File: config.mk
export PLATFORM = sky130hd
export DESIGN_NAME = lif_neuron_array
export DESIGN_NICKNAME = d
export VERILOG_FILES = /design/src/rtl/lif_neuron_array.sv
export SDC_FILE = /design/constraint.sdc
export NUM_CORES = 1
export LEC_CHECK = 0
export ABC_AREA = 1
export CAP_MARGIN = 20
export CORE_AREA = 10 10 100 111
export DETAILED_ROUTE_END_ITERATION = 6
export DIE_AREA = 0 0 110 121
export PLACE_DENSITY_LB_ADDON = 0.12
export SETUP_SLACK_MARGIN = 0.1
export SLEW_MARGIN = 0
export SYNTH_ARGS = -nofsm -noshare
export SYNTH_HDL_FRONTEND = slang
export SYNTH_SLANG_ARGS = --single-unit
File: constraint.sdc
create_clock -name clk_i -period 6.8 [get_ports clk_i]
set_input_delay 1.7 -clock clk_i [delete_from_list [all_inputs] [get_ports clk_i]]
set_output_delay 1.7 -clock clk_i [all_outputs]
set_load 0.03 [all_outputs]
File: src/rtl/lif_neuron_array.sv
// Array of N leaky integrate-and-fire neurons with a shared threshold, per-channel
// refractory counters and a saturating aggregate spike counter.
module lif_neuron_array #(
  parameter int unsigned N          = 4,
  parameter int unsigned W          = 8,
  parameter int unsigned LEAK_SHIFT = 1,
  parameter int unsigned REFRAC     = 2,
  parameter int unsigned CNT_W      = 8
) (
  input  logic               clk_i,
  input  logic               rst_ni,
  input  logic               en_i,
  input  logic [N*W-1:0]     current_i,
  input  logic [W-1:0]       threshold_i,
  input  logic               clr_count_i,
  output logic [N*W-1:0]     state_o,
  output logic [N-1:0]       spike_o,
  output logic [CNT_W-1:0]   spike_count_o
);

  localparam int unsigned RW = (REFRAC > 0) ? $clog2(REFRAC + 1) : 1;
  localparam int unsigned PW = $clog2(N + 1);
  localparam int unsigned SW = ((CNT_W > PW) ? CNT_W : PW) + 1;

  logic [W-1:0]     state_q [N];
  logic [W-1:0]     state_d [N];
  logic [RW-1:0]    r_q     [N];
  logic [RW-1:0]    r_d     [N];
  logic [N-1:0]     spike_q, spike_d;
  logic [CNT_W-1:0] cnt_q, cnt_d;
  logic [PW-1:0]    pop;
  logic [SW-1:0]    cnt_sum;

  for (genvar g = 0; g < N; g++) begin : gen_ch
    logic [W:0]   sum;
    logic [W-1:0] sum_sat;
    logic         fire;

    always_comb begin
      sum     = {1'b0, state_q[g] >> LEAK_SHIFT} + {1'b0, current_i[g*W +: W]};
      sum_sat = sum[W] ? {W{1'b1}} : sum[W-1:0];
      fire    = (threshold_i != '0) && (sum_sat >= threshold_i);

      state_d[g] = state_q[g];
      r_d[g]     = r_q[g];
      spike_d[g] = 1'b0;
      if (en_i) begin
        if (r_q[g] != '0) begin
          // Refractory: input is ignored and the membrane is held at rest.
          state_d[g] = '0;
          r_d[g]     = r_q[g] - 1'b1;
        end else if (fire) begin
          spike_d[g] = 1'b1;
          state_d[g] = '0;
          r_d[g]     = RW'(REFRAC);
        end else begin
          state_d[g] = sum_sat;
        end
      end
    end

    assign state_o[g*W +: W] = state_q[g];
  end

  // Counter sees the spikes being registered this edge, so it agrees with spike_o.
  always_comb begin
    pop = '0;
    for (int i = 0; i < N; i++) begin
      pop = pop + PW'(spike_d[i]);
    end
    cnt_sum = SW'(cnt_q) + SW'(pop);
    if (clr_count_i) begin
      cnt_d = '0;
    end else if (cnt_sum > SW'({CNT_W{1'b1}})) begin
      cnt_d = {CNT_W{1'b1}};
    end else begin
      cnt_d = cnt_sum[CNT_W-1:0];
    end
  end

  always_ff @(posedge clk_i) begin
    if (!rst_ni) begin
      for (int i = 0; i < N; i++) begin
        state_q[i] <= '0;
        r_q[i]     <= '0;
      end
      spike_q <= '0;
      cnt_q   <= '0;
    end else begin
      for (int i = 0; i < N; i++) begin
        state_q[i] <= state_d[i];
        r_q[i]     <= r_d[i];
      end
      spike_q <= spike_d;
      cnt_q   <= cnt_d;
    end
  end

  assign spike_o       = spike_q;
  assign spike_count_o = cnt_q;

endmodule

==> results of run 1 <==
## placed cells by master, fill, tap and decap left out, drive strengths merged
| cell type | synthesis | routed |
|---|---|---|
| a21o | 1 | 1 |
| dfxtp | 52 | 52 |
| nor2 | 34 | 34 |
| o21ai | 8 | 8 |
| nand4 | 17 | 17 |
| clkinvlp | 0 | 1 |
| buf | 6 | 3 |
| nand2 | 193 | 193 |
| bufinv | 0 | 1 |
| clkbuf | 5 | 5 |
| o21a | 3 | 3 |
| clkinv | 2 | 3 |
| xor2 | 2 | 2 |
| ha | 69 | 69 |
| nor3 | 3 | 3 |
| nor4 | 3 | 3 |
| nand3 | 92 | 92 |
| a21oi | 68 | 68 |
| clkdlybuf4s50 | 0 | 87 |
| xnor2 | 10 | 10 |
| fa | 7 | 7 |
| inv | 107 | 107 |
## metrics by stage
step / cell area [um^2] / utilization [%]
2_1_floorplan: 4552 / -
3_3_place_gp: 5522 / 62.86
3_5_place_dp: 5522 / 62.86
4_1_cts: 5633 / 64.13
5_1_grt: 5660 / 64.44
6_report: 5660 / 64.44
## path summary, 6_finish.rpt
| kind | endpoint | slack, ns | cells past startpoint |
|---|---|---|---|
| setup / recovery | spike_count_o[5] | 0.84 | 27 |
| hold / removal | state_q[1][0] | 0.47 | 2 |
| setup reg to reg | spike_count_o[5] | 2.29 | 26 |
| hold reg to reg | state_q[1][0] | 0.47 | 2 |
## worst register-to-register path: cells and delay by family, from the launching register on
kind | cells | cell delay, ns
fa+ha+maj | 6 | 1.99
simple gates | 16 | 1.51
compound gates | 2 | 0.45
flops | 1 | 0.35
buf+inv | 2 | 0.14
## power groups by stage
stage / logic [uW] / clock network [uW] / registers (uW)
after CTS: 681 / 224 / 377
after floorplan: 426 / 0 / 437
after global placement: 652 / 0 / 383
final: 681 / 218 / 377
after global routing: 779 / 232 / 383
after detailed placement: 675 / 0 / 384
## Yosys cell counts, types with 3 or more instances
| cell | instances | area, um^2 |
|---|---|---|
| sky130_fd_sc_hd__nand3_1 | 92 | 460.4 |
| sky130_fd_sc_hd__o21ai_1 | 6 | 30.03 |
| sky130_fd_sc_hd__inv_1 | 106 | 397.9 |
| sky130_fd_sc_hd__clkbuf_1 | 5 | 18.77 |
| sky130_fd_sc_hd__ha_1 | 69 | 863.3 |
| sky130_fd_sc_hd__dfxtp_1 | 52 | 1041 |
| sky130_fd_sc_hd__a21oi_2 | 4 | 35.03 |
| sky130_fd_sc_hd__nand4_1 | 17 | 106.4 |
| sky130_fd_sc_hd__xnor2_1 | 10 | 87.58 |
| sky130_fd_sc_hd__nor3_1 | 3 | 15.01 |
| sky130_fd_sc_hd__fa_1 | 7 | 140.1 |
| sky130_fd_sc_hd__nor2_1 | 34 | 127.6 |
| sky130_fd_sc_hd__a21oi_1 | 62 | 310.3 |
| sky130_fd_sc_hd__o21a_1 | 3 | 22.52 |
| sky130_fd_sc_hd__nand2_2 | 5 | 31.28 |
| sky130_fd_sc_hd__nand2_1 | 188 | 705.7 |
## per-layer routing
metal	routed length, um	vias to the layer above	track usage [%]
met5	0	-	0
met1	5315	2072	22.28
li1	-	2397	-
met3	749	13	3.826
met4	121	0	3.420
met2	5710	100	31.27
## sequential cells by signal, summed over array words and instances (netlist names)
signal	flops
spike_o	4
state_q	32
spike_count_o	8
r_q	8
## cell families (layout without fill, tap and decap cells)
family | count (synthesis) | in the layout | share of synthesized area, %
AO/OA/AOI/OAI | 80 | 80 | 9.841
XOR/XNOR | 12 | 12 | 2.309
adder cells (fa/ha/maj) | 76 | 76 | 22.05
buffers and inverters | 120 | 207 | 10.28
flip-flops | 52 | 52 | 22.87
AND/OR/NAND/NOR | 342 | 342 | 32.66
## final cells by class
class,instances,area share (%)
inverters,109,7.228
repair buffers,90,16.14
well taps,114,2.520
flip-flops and latches,52,18.39
multi-input cells,510,53.76
clock inverters,3,0.7515
clock buffers,5,1.216
==> insert_results.sql, run 1 <==
INSERT INTO impl_metrics (metric_group, metric, value, unit) VALUES
('power', 'power-per-cell-area', '225.4', 'nW/um^2'),
('layout', 'final.fill_count', '825', ''),
('power', 'static_leakage', '0.002809', 'uW'),
('clock_tree', 'clk_latency', '0.31', 'ns'),
('layout', 'insertedDiodeCount', '0', ''),
('timing', 'finalSetupViolations', '0', ''),
('clock_tree', 'cts_setup_buffers', '0', ''),
('clock_tree', 'cts_hold_repair.buffers', '0', ''),
('floorplanning', 'core', '8783', 'um^2'),
('layout', 'seq_area', '1041', 'um^2'),
('place', 'dp_hpwl', '9.527', 'mm'),
('routing', 'postRouteAntennaNets', '0', ''),
('synth', 'synth_seq_cells', '52', ''),
('power', 'p_sw_share', '43.06', '%'),
('layout', 'synthToLayoutAreaGrowth', '24.35', '%'),
('run', 'max_cap_violations', '0', ''),
('run_status', 'run_status', 'complete, no violations', ''),
('layout', 'final_nets', '888', ''),
('worst_setup_path', 'critical_path_peak_fanout', '8', ''),
('clock_tree', 'tritoncts.num_buffers', '5', ''),
('routing', 'drc', '0', ''),
('global_route', 'grt_first_pass_wirelength', '20.14', 'mm'),
('global_route', 'first_global_vias', '4411', ''),
('layout', 'multiInputGateArea', '3043', 'um^2'),
('clock_tree', 'cts_max_level', '2', ''),
('place', 'numPlacedInstances', '874', ''),
('floorplanning', 'rows', '36', ''),
('place', 'gp_routability_congestion', '0.9137', ''),
('timing', 'worstMarginPinSlew', '0.7011', 'ns'),
('synth', 'synth_fp_nets', '802', ''),
('routing', 'dr_total_vias', '4582', ''),
('synth', 'ys_warn_count', '0', ''),
('synth', 'post_synthesis_instance_area', '4552', 'um^2'),
('worst_setup_path', 'worstSetupEndpointType', 'flop', ''),
('worst_setup_path', 'worst-endpoint-required', '7.05', 'ns'),
('clock_tree', 'cts.sink_count', '52', ''),
('power', 'pwr-share-clk', '17.1', '%'),
('global_route', 'grt_util_all_layers', '18.03', '%'),
('routing', 'drt-pass1-iter-count', '5', ''),
('global_route', 'antenna_found_initial', '0', ''),
('power', 'overall_power_of_the_completed_layout', '1276', 'uW'),
('worst_setup_path', 'ws_path_type', 'in -> reg', ''),
('layout', 'drive_above_1_share', '3.251', '%'),
('worst_setup_path', 'worstSetupStartpointType', 'primary input', ''),
('worst_setup_path', 'critical_path.top_delay_family', 'adder cells', ''),
('clock_tree', 'cts_root_buf', 'sky130_fd_sc_hd__clkbuf_8', ''),
('place', 'post-place-ws', '0.4822', 'ns'),
('power', 'combPwrFrac', '53.4', '%'),
('worst_setup_path', 'critPathBufInv', '3', ''),
('timing', 'max_freq', '0.1677', 'GHz'),
('routing', 'mean_number_of_vias_per_cell', '5.189', ''),
('clock_tree', 'worst_setup_hold_path_clk_slew', '0.11', 'ns'),
('power', 'internal-power', '726.3', 'uW'),
('synth', 'syn_avg_cell_area', '6.674', 'um^2'),
('timing', 'min_period', '5.963', 'ns'),
('floorplanning', 'boundaryPins', '88', ''),
('hold_path', 'hold_path_class', 'reg -> reg', ''),
('synth', 'synthesis.instances', '682', ''),
('timing', 'setup_repair_after_global_routing_missed_its_margin', 'false', ''),
('timing', 'finalSetupTns', '0', 'ns'),
('floorplanning', 'die-height', '121', 'um'),
('floorplanning', 'floorplan.initialDensity', '51.82', '%'),
('synth', 'synthArstFlopShare', '0', '%'),
('power', 'vdd_drop_max', '0.0001425', 'V'),
('power', 'power.switching', '549.4', 'uW'),
('clock_tree', 'cts_tree', 'yes', ''),
('worst_setup_path', 'setup.worst_path.start', 'current_i[16]', ''),
('timing', 'finalClockSkew', '0.01220', 'ns'),
('routing', 'initialDrtViolationCount', '206', ''),
('timing', 'max_slew_margin', '53.12', '%'),
('worst_setup_path', 'cpPeakStageDelay', '0.49', 'ns');
(Power assumes the default switching activity.)
==> run 2: changes to the inputs <==
--- a/config.mk
+++ b/config.mk
@@ -11,6 +11,7 @@
 export DETAILED_ROUTE_END_ITERATION = 6
 export DIE_AREA = 0 0 110 121
 export PLACE_DENSITY_LB_ADDON = 0.12
+export REMOVE_ABC_BUFFERS = 1
 export SETUP_SLACK_MARGIN = 0.1
 export SLEW_MARGIN = 0
 export SYNTH_ARGS = -nofsm -noshare
==> run 2 against run 1 <==
First-iteration DRC count fell by 1.9%. Die area did not move. Clock skew fell by 0.0018 ns. Register-to-register slack barely moved. Final cell count did not move. Largest cell class unchanged. Largest power group unchanged.
==> insert_results.sql, run 2 (same netlist as run 1, synthesis figures left out) <==
INSERT INTO impl_metrics (metric_group, metric, value, unit) VALUES
('place', 'io_buffers', '87', ''),
('clock_tree', 'cts_hold_repair.buffers', '0', ''),
('timing', 'finalSetupTns', '0', 'ns'),
('global_route', 'grt_first_pass_wirelength', '20.07', 'mm'),
('clock_tree', 'worst_setup_hold_path_clk_slew', '0.10', 'ns'),
('global_route', 'grt_start_max_net_pins', '38', ''),
('routing', 'mean_number_of_vias_per_cell', '5.270', ''),
('floorplanning', 'die-height', '121', 'um'),
('clock_tree', 'cts_max_level', '2', ''),
('worst_setup_path', 'slowest_stage', 'sky130_fd_sc_hd__fa_1', ''),
('layout', 'seq_area', '1041', 'um^2'),
('clock_tree', 'clk_latency', '0.31', 'ns'),
('layout', 'largest_reg_flops', '32', ''),
('timing', 'finalSetupViolations', '0', ''),
('worst_setup_path', 'worst-r2r-cell-count', '25', ''),
('worst_setup_path', 'ws_path_type', 'in -> reg', ''),
('layout', 'finalInstanceArea', '5642', 'um^2'),
('routing', 'postRouteAntennaNets', '0', ''),
('routing', 'drt_wl_total', '12.03', 'mm'),
('place', 'dp_hpwl', '9.578', 'mm'),
('hold_path', 'worst_hold_path.num_cells', '2', ''),
('run', 'max_cap_violations', '0', ''),
('worst_setup_path', 'worstSetupEndpointType', 'flop', ''),
('global_route', 'grt_util_all_layers', '18.04', '%'),
('worst_setup_path', 'worst_ep_arrival_time', '6.24', 'ns'),
('floorplanning', 'die_width', '110', 'um'),
('hold_path', 'hold-path-endpoint', 'state_q[2][0]', ''),
('clock_tree', 'cts_root_buf', 'sky130_fd_sc_hd__clkbuf_8', ''),
('power', 'vdd_drop_max', '0.0001543', 'V'),
('routing', 'drt-pass1-iter-count', '5', ''),
('global_route', 'first_global_vias', '4541', ''),
('worst_setup_path', 'critical_path_peak_fanout', '8', ''),
('worst_setup_path', 'worst-endpoint-required', '7.05', 'ns'),
('layout', 'multiInputGateArea', '3043', 'um^2'),
('timing', 'setup_repair_after_global_routing_missed_its_margin', 'false', ''),
('routing', 'initialDrtViolationCount', '202', ''),
('hold_path', 'min-delay-start', 'state_q[2][0]', ''),
('clock_tree', 'cts_resized', '0', ''),
('clock_tree', 'number_of_buffers_between_clock_root_and_the_deepest_sink', '2', ''),
('hold_path', 'hold_path_class', 'reg -> reg', ''),
('layout', 'final.fill_count', '825', ''),
('timing', 'min_period', '5.985', 'ns'),
('timing', 'worstMarginPinSlew', '0.7025', 'ns'),
('floorplanning', 'rows', '36', ''),
('timing', 'max_freq', '0.1671', 'GHz'),
('global_route', 'grt_remaining_overflow', '0', ''),
('floorplanning', 'core', '8783', 'um^2'),
('layout', 'drive_above_1_share', '3.251', '%'),
('layout', 'layout.cells.most_common', 'sky130_fd_sc_hd__nand2_1', ''),
('layout', 'postLayoutCoreUtil', '64.23', '%'),
('timing', 'max_slew_margin', '53.17', '%'),
('place', 'gp_routability_congestion', '0.8597', ''),
('floorplanning', 'fp.dieArea', '13310', 'um^2'),
('timing', 'hold_ws', '0.4681', 'ns'),
('run_status', 'run_status', 'complete, no violations', ''),
('timing', 'layout_worst_path_cycle_share', '88.01', '%'),
('worst_setup_path', 'critical_path.reg2reg.endpoint', 'spike_count_o[3]', ''),
('routing', 'routed_wire_length_per_instance', '13.62', 'um'),
('timing', 'finalClockSkew', '0.01041', 'ns'),
('clock_tree', 'cts_setup_buffers', '0', ''),
('clock_tree', 'cts.sink_count', '52', ''),
('timing', 'report.final.slew_viol_count', '0', ''),
('layout', 'final_cell_mix', 'sky130_fd_sc_hd__nand2_1 (188), sky130_fd_sc_hd__inv_1 (106), sky130_fd_sc_hd__nand3_1 (92)', ''),
('clock_tree', 'tritoncts.num_buffers', '5', ''),
('routing', 'drc', '0', ''),
('global_route', 'antenna_found_initial', '0', ''),
('layout', 'insertedDiodeCount', '0', ''),
('clock_tree', 'cts_tree', 'yes', ''),
('power', 'power-per-cell-area', '220.6', 'nW/um^2'),
('worst_setup_path', 'cpPeakStageDelay', '0.48', 'ns'),
('timing', 'finalHoldViolations', '0', ''),
('worst_setup_path', 'critical_path.reg2reg.startpoint', 'state_q[2][1]', ''),
('layout', 'largest_register', 'state_q', ''),
('place', 'detailed_place.area', '5522', 'um^2'),
('worst_setup_path', 'worstSetupStartpointType', 'primary input', ''),
('layout', 'synthToLayoutAreaGrowth', '23.94', '%'),
('worst_setup_path', 'cpMostUsedCell', 'sky130_fd_sc_hd__nand2_1', ''),
('worst_setup_path', 'worst-r2r-setup-slack', '2.28', 'ns'),
('routing', 'dr_total_vias', '4653', ''),
('layout', 'final_nets', '888', ''),
('floorplanning', 'boundaryPins', '88', ''),
('floorplanning', 'floorplan.initialDensity', '51.82', '%'),
('power', 'static_leakage', '0.002796', 'uW');
==> run 2: worst max-delay path by stage <==
stage	from	depth (start not counted)	to
after floorplan	current_i[0]	25	spike_count_o[3]
after global placement	current_i[16]	26	spike_count_o[5]
after detailed placement	current_i[16]	26	spike_count_o[5]
after CTS	current_i[16]	26	spike_count_o[5]
after global routing	current_i[16]	26	spike_count_o[5]
final	current_i[16]	26	spike_count_o[3]
==> run 2: routing by layer <==
metal / GRT usage, % / routed length, um
met1: 21.91 / 5367
met2: 30.71 / 5604
met3: 4.357 / 848
met4: 4.886 / 208
met5: 0 / 0
==> run 2: final cells by class <==
| cell class | count | share of cell area [%] |
|---|---|---|
| tap | 114 | 2.528 |
| timing repair buffer | 90 | 16.19 |
| sequential | 52 | 18.45 |
| clock buffer | 5 | 1.220 |
| multi-input combinational | 510 | 53.94 |
| inverter | 109 | 7.252 |
| clock inverter | 3 | 0.4214 |
==> run 2: through the flow <==
stage                     setup WS, ns  instances  power (uW)
final                           0.8152        883        1245
after global routing            0.4299        883        1363
after CTS                       0.7953        882        1250
after detailed placement        0.4345        874        1059
after floorplan                  1.101        671       849.7
after global placement          0.6731        874        1035
==> run 2: where the power goes <==
part           switching, uW  total [uW]  internal (uW)  leakage (uW)
clock network            112         185           73.2     0.0000404
registers               32.0         377            345      0.000424
logic                    411         682            271       0.00233
==> run 2: worst max-delay path, delay by kind of cell <==
family | cells | cell delay (ns)
adder cells (fa/ha/maj) | 6 | 2.02
AO/OA/AOI/OAI | 3 | 0.56
AND/OR/NAND/NOR | 13 | 1.38
buffers and inverters | 4 | 0.58
